===== src/rtl/trace_sram_reader_if.sv =====
// Trace stream handshake between the SRAM reader (producer) and the cache model (consumer).
interface trace_sram_reader_if #(
  parameter int DATA_W = 32
) ();
  logic              valid;
  logic [DATA_W-1:0] data;
  logic              rdy;

  modport master (output valid, output data, input rdy);
  modport slave  (input valid, input data, output rdy);
endinterface


===== src/rtl/trace_sram_reader.sv =====
// Streams a trace out of the trace SRAM through a 2-entry buffer, owning the SRAM port while
// busy and handing it back to the host in IDLE/DONE.
module trace_sram_reader #(
  parameter int ADDR_W = 10,
  parameter int DATA_W = 32
) (
  input  logic                clk,
  input  logic                reset_n,
  input  logic                start,
  input  logic [ADDR_W:0]     trace_len,
  input  logic                host_csb,
  input  logic                host_web,
  input  logic [ADDR_W-1:0]   host_addr,
  input  logic [DATA_W-1:0]   host_din,
  output logic                csb0,
  output logic                web0,
  output logic [ADDR_W-1:0]   addr0,
  output logic [DATA_W-1:0]   din0,
  input  logic [DATA_W-1:0]   dout0,
  trace_sram_reader_if.master trace,
  output logic                busy,
  output logic                done,
  output logic [ADDR_W:0]     sent_count
);

  typedef enum logic [1:0] {
    S_IDLE  = 2'd0,
    S_RUN   = 2'd1,
    S_DRAIN = 2'd2,
    S_DONE  = 2'd3
  } state_e;

  localparam logic [ADDR_W:0] LEN_MAX = {1'b1, {ADDR_W{1'b0}}};

  state_e            state_q, state_d;
  logic [ADDR_W:0]   len_q, len_d;
  logic [ADDR_W:0]   issued_q, issued_d;
  logic [ADDR_W:0]   sent_q, sent_d;
  logic [ADDR_W-1:0] ptr_q, ptr_d;
  logic              inflight_q, inflight_d;
  logic [1:0]        count_q, count_d;
  logic              rd_idx_q, rd_idx_d;
  logic              wr_idx_q, wr_idx_d;
  logic [DATA_W-1:0] buf_q [2];

  logic [ADDR_W:0]   len_clamped_s;
  logic              pop_s;
  logic              push_s;
  logic              issue_s;
  logic [2:0]        occ_s;
  logic [2:0]        lim_s;

  // Handshake, capture and issue decisions for the current cycle
  always_comb begin
    len_clamped_s = trace_len;
    if (trace_len > LEN_MAX) begin
      len_clamped_s = LEN_MAX;
    end else begin
      len_clamped_s = trace_len;
    end
    pop_s  = (count_q != 2'd0) && trace.rdy;
    push_s = inflight_q;
    // A slot freed by this cycle's pop may be claimed by this cycle's read.
    occ_s  = {1'b0, count_q} + {2'b00, inflight_q};
    lim_s  = 3'd2 + {2'b00, pop_s};
    if ((state_q == S_RUN) && (issued_q < len_q) && (occ_s < lim_s)) begin
      issue_s = 1'b1;
    end else begin
      issue_s = 1'b0;
    end
  end

  // Next-state and datapath updates
  always_comb begin
    state_d    = state_q;
    len_d      = len_q;
    issued_d   = issued_q + {{ADDR_W{1'b0}}, issue_s};
    ptr_d      = ptr_q + {{(ADDR_W-1){1'b0}}, issue_s};
    inflight_d = issue_s;
    count_d    = count_q + {1'b0, push_s} - {1'b0, pop_s};
    rd_idx_d   = rd_idx_q ^ pop_s;
    wr_idx_d   = wr_idx_q ^ push_s;
    if (pop_s && (sent_q < len_q)) begin
      sent_d = sent_q + {{ADDR_W{1'b0}}, 1'b1};
    end else begin
      sent_d = sent_q;
    end
    case (state_q)
      S_IDLE, S_DONE: begin
        if (start) begin
          len_d    = len_clamped_s;
          issued_d = '0;
          ptr_d    = '0;
          sent_d   = '0;
          if (len_clamped_s != '0) begin
            state_d = S_RUN;
          end else begin
            state_d = S_DONE;
          end
        end else begin
          state_d = state_q;
        end
      end
      S_RUN: begin
        if (issued_d == len_q) begin
          state_d = S_DRAIN;
        end else begin
          state_d = S_RUN;
        end
      end
      S_DRAIN: begin
        if (count_d == 2'd0) begin
          state_d = S_DONE;
        end else begin
          state_d = S_DRAIN;
        end
      end
      default: begin
        state_d = S_IDLE;
      end
    endcase
  end

  // State, counters and buffer storage
  always_ff @(posedge clk) begin
    if (!reset_n) begin
      state_q    <= S_IDLE;
      len_q      <= '0;
      issued_q   <= '0;
      sent_q     <= '0;
      ptr_q      <= '0;
      inflight_q <= 1'b0;
      count_q    <= 2'd0;
      rd_idx_q   <= 1'b0;
      wr_idx_q   <= 1'b0;
      buf_q[0]   <= '0;
      buf_q[1]   <= '0;
    end else begin
      state_q    <= state_d;
      len_q      <= len_d;
      issued_q   <= issued_d;
      sent_q     <= sent_d;
      ptr_q      <= ptr_d;
      inflight_q <= inflight_d;
      count_q    <= count_d;
      rd_idx_q   <= rd_idx_d;
      wr_idx_q   <= wr_idx_d;
      if (push_s) begin
        buf_q[wr_idx_q] <= dout0;
      end
    end
  end

  // SRAM port ownership: host when idle/done, reader otherwise
  always_comb begin
    if (busy) begin
      csb0  = ~issue_s;
      web0  = 1'b1;
      addr0 = ptr_q;
      din0  = '0;
    end else begin
      csb0  = host_csb;
      web0  = host_web;
      addr0 = host_addr;
      din0  = host_din;
    end
  end

  assign trace.valid = (count_q != 2'd0);
  assign trace.data  = buf_q[rd_idx_q];
  assign busy        = (state_q == S_RUN) || (state_q == S_DRAIN);
  assign done        = (state_q == S_DONE);
  assign sent_count  = sent_q;

endmodule

===== src/flat_wrapper.sv =====
// flat-port wrapper written by rule: the top's interface ports become plain ports
module trace_sram_reader_flat 
#(
  parameter int ADDR_W = 10,
  parameter int DATA_W = 32
)
  (clk, reset_n, start, trace_len, host_csb, host_web, host_addr, host_din, csb0, web0, addr0, din0, dout0, busy, done, sent_count, trace_valid, trace_data, trace_rdy);
  trace_sram_reader_if #(.DATA_W(DATA_W)) trace_i ();
  input  logic clk;
  input  logic reset_n;
  input  logic start;
  input  logic [ADDR_W:0] trace_len;
  input  logic host_csb;
  input  logic host_web;
  input  logic [ADDR_W-1:0] host_addr;
  input  logic [DATA_W-1:0] host_din;
  output logic csb0;
  output logic web0;
  output logic [ADDR_W-1:0] addr0;
  output logic [DATA_W-1:0] din0;
  input  logic [DATA_W-1:0] dout0;
  output logic busy;
  output logic done;
  output logic [ADDR_W:0] sent_count;
  output wire logic [$bits(trace_i.valid)-1:0] trace_valid;
  output wire logic [$bits(trace_i.data)-1:0] trace_data;
  input wire logic [$bits(trace_i.rdy)-1:0] trace_rdy;
  assign trace_valid = trace_i.valid;
  assign trace_data = trace_i.data;
  assign trace_i.rdy = trace_rdy;
  trace_sram_reader #(.ADDR_W(ADDR_W), .DATA_W(DATA_W)) u_core (.clk(clk), .reset_n(reset_n), .start(start), .trace_len(trace_len), .host_csb(host_csb), .host_web(host_web), .host_addr(host_addr), .host_din(host_din), .csb0(csb0), .web0(web0), .addr0(addr0), .din0(din0), .dout0(dout0), .trace(trace_i), .busy(busy), .done(done), .sent_count(sent_count));
endmodule

===== config.mk =====
export PLATFORM = sky130hd
export DESIGN_NAME = trace_sram_reader_flat
export DESIGN_NICKNAME = d
export VERILOG_FILES = /design/src/rtl/trace_sram_reader_if.sv /design/src/rtl/trace_sram_reader.sv /design/src/flat_wrapper.sv
export SDC_FILE = /design/constraint.sdc
export NUM_CORES = 1
export LEC_CHECK = 0
export CORE_MARGIN = 2
export CORE_UTILIZATION = 28
export DETAILED_ROUTE_END_ITERATION = 6
export GPL_TIMING_DRIVEN = 0
export SETUP_SLACK_MARGIN = 0.5
export SYNTH_ARGS = -nofsm -noshare
export SYNTH_HDL_FRONTEND = slang
export SYNTH_SLANG_ARGS = --single-unit

===== constraint.sdc =====
create_clock -name clk -period 3.47 [get_ports clk]
set_input_delay 0.694 -clock clk [delete_from_list [all_inputs] [get_ports clk]]
set_output_delay 0.694 -clock clk [all_outputs]
set_load 0.005 [all_outputs]

==> reports/qor.yml <==
status: "complete, no violations"
vias_per_cell: 4.45
rsz0062_at_grt: "true"
grt_max_degree: 33
drc_errors: 0
finalSetupTns_ns: 0
crit_chain: "ha_1 > a21o_1 > a21oi_2 > o21ai_2 > a21oi_2 > buf_4 > a21oi_1 > dlygate4sd2_1"
routed_wl_um: 16000
die_h_um: 150
ios: 181
final_common_cell: "clkdlybuf4s50_1"
final_hold_viol_count: 0
skew_ns: 0.00728
crit_family: "compound AO/OA/AOI/OAI gates"
clockBufferDepth: 2
timing.slew.headroom: 0.393
wl_met2_um: 7620
initial_core_util: 0.285
final_cell_mix: "clkdlybuf4s50_1, and2_1, edfxtp_1"
die_w_um: 150
final_nets: 890
rows: 53
clkLatencyLatePin_ns: 0.41
slowest_delay_ns: 0.46
ys_warn_count: 0
synth-seq-cells: 115
drt-wirelength-per-cell_um: 15.2
routabilityCongestion: 0.822
p_int_mw: 4.06
end_kind: "output pin"
cts_tree: "done"
pwr-share-comb: 0.415
drive_above_1_share: 0.183
period_share: 0.866
grt_pass1_wl_um: 25500
avgSynthCellArea_um2: 10.7
min_period_ns: 3.01
p_total_mw: 5.80
r2r_setup_slack_ns: 0.48
p_leak_nw: 3.38
numCtsBuffers: 17
syn_inst: 558
vias: 4693
post-synth-top-area-fraction: 0.321
antenna_found_initial: 0
io_buffers: 180
area_delta_synth_final_pct: 50.8
synth_edf_count: 64
worst-endpoint-arrival_ns: 2.31
yosysSeqAreaShare: 0.491
clock.fmax_mhz: 333
core_mm2: 0.0210
fillerInstances: 1997
root_buffer: "clkbuf_16"
synth_area_mm2: 0.00599
pwr-share-seq: 0.289
peakVddDrop_uv: 374
async_flop_share: 0
yosys_most_used_dff: "edfxtp_1"
worst_slew_pin_slew_ns: 0.910
critical_path.max_fanout: 3
drtAntennaViolNets: 0
synth_nets: 681
final_max_slew_viol_count: 0
wl_met3_um: 1000
wl_met1_um: 7230
sw_frac_of_total: 0.300
crit_type: "register to output pin"
drtIter0Drc: 234
die_area_mm2: 0.0226
cp.required_ns: 2.78
path_clk_slew_ns: 0.06
hpwl_um: 11800
synth.distinct_cells: 49
path_common_cell: "a21oi_2"
grt_pass1_vias: 4779
h-tree-depth: 4
yosys-top-cells-area: "edfxtp_1, dfxtp_1, and2_1"
slowest_stage: "dfxtp_1"
hold_path.class: "register to register"
top_layer: "met4"
hold_slack_ns: 0.468
yosysTopAreaCell: "edfxtp_1"
setup_viol: 0
cap_violations: 0
worst-path-buf-inv: 2
first_pass_iters: 4
start_kind: "register"
grt_use_total: 0.147
pwr-share-clk: 0.296
diodes: 0
power_density_mw_per_mm2: 642
grt-ovfl-total: 0
cts_sinks: 115
p_sw_mw: 1.74
routing by layer:
layer / vias up / track usage
met2: 123 / 0.243
met4: 0 / 0.0382
met1: 2191 / 0.188
met5: - / 0
met3: 14 / 0.0418
li1: 2365 / -
cells by family (layout without fill, tap and decap cells):
kind of cell / count (synthesis) / after routing / share of synthesized area
buf+inv: 41 / 263 / 0.0259
flops: 115 / 115 / 0.491
compound gates: 67 / 67 / 0.0793
simple gates: 227 / 227 / 0.208
xor+xnor: 35 / 35 / 0.0524
fa+ha+maj: 32 / 32 / 0.0668
mux: 41 / 41 / 0.0770
power groups by stage:
stage / sequential [mW] / combinational (mW) / clock [mW]
after floorplan: 1.68 / 1.07 / 0
final: 1.68 / 2.40 / 1.72
after global routing: 1.69 / 2.64 / 1.83
after detailed placement: 1.70 / 2.29 / 0
after CTS: 1.67 / 2.41 / 1.75
after global placement: 1.70 / 2.27 / 0
synthesized netlist by cell type, types with 3 or more instances:
cell type and number:
a2111oi_2 3, a21o_1 4, a21oi_1 18, and2_1 102, and3_1 6, buf_1 4
clkbuf_1 16, dfxtp_1 51, edfxtp_1 64, ha_1 32, inv_1 20, mux2_2 41
nand2_1 33, nand2b_1 4, nand3_1 12, nand4_1 10, nor2_1 40, nor2b_1 4
nor3_1 3, nor4_1 3, o21ai_0 21, or3_1 3, xnor2_1 25, xor2_1 9
worst paths after layout:
| check | start | to | depth (start not counted) |
|---|---|---|---|
| setup / recovery | u_core.issued_q[1] | csb0 | 8 |
| hold / removal | u_core.len_q[10] | u_core.len_q[10] | 2 |
| setup reg to reg | u_core.issued_q[1] | u_core.state_q[0] | 14 |
| hold reg to reg | u_core.len_q[10] | u_core.len_q[10] | 2 |
worst register-to-register path, stage by stage, from the launching register on:
cell and delay (ns):
dfxtp_1 0.46, ha_1 0.27, a21o_1 0.16, a21oi_2 0.16, o21ai_2 0.10, a21oi_2 0.21
ha_4 0.20, ha_4 0.17, nand2_4 0.07, nor2_4 0.09, nand4_1 0.13, xor2_1 0.21
xnor2_1 0.23, nand4_1 0.16, a31o_1 0.23
metrics by stage:
| step | instance area (µm²) | util | std cells | worst slack, ns |
|---|---|---|---|---|
| 5_1_grt | 9040 | 0.430 | 1055 | 0.351 |
| 3_5_place_dp | 8170 | 0.389 | 1014 | -0.523 |
| 3_3_place_gp | 8140 | 0.387 | 1013 | -0.552 |
| 2_1_floorplan | 5990 | - | 558 | 0.510 |
| 4_1_cts | 8940 | 0.425 | 1055 | 0.503 |
| 6_report | 9040 | 0.430 | 1055 | 0.464 |
registers in the layout, summed over array words and instances (netlist names), named ones only:
| signal | flops |
|---|---|
| u_core.buf_q | 64 |
| u_core.issued_q | 11 |
| u_core.len_q | 11 |
| u_core.sent_count | 11 |
| u_core.ptr_q | 10 |
| u_core.count_q | 2 |
| u_core.state_q | 2 |
| u_core.inflight_q | 1 |
| u_core.rd_idx_q | 1 |
| u_core.wr_idx_q | 1 |
layout make-up:
| type | count | area [µm²] | share of cell area |
|---|---|---|---|
| plain buffers | 21 | 110 | 0.0122 |
| clock buffers | 18 | 429 | 0.0475 |
| repair buffers | 190 | 1890 | 0.209 |
| flip-flops and latches | 115 | 2960 | 0.327 |
| inverters | 20 | 77.6 | 0.00858 |
| well taps | 275 | 344 | 0.0381 |
| clock inverters | 14 | 155 | 0.0172 |
| multi-input cells | 402 | 3070 | 0.340 |
what timing repair did:
| item | 4_1_cts | 5_1_grt |
|---|---|---|
| setup buffers | 9 | 0 |
| hold buffers | 0 | 0 |
| pin swaps | 10 | 9 |
| endpoints found under the setup margin | 87 | 32 |
| resized for setup | 45 | 20 |
No activity file was read; power rests on OpenSTA's default activity.
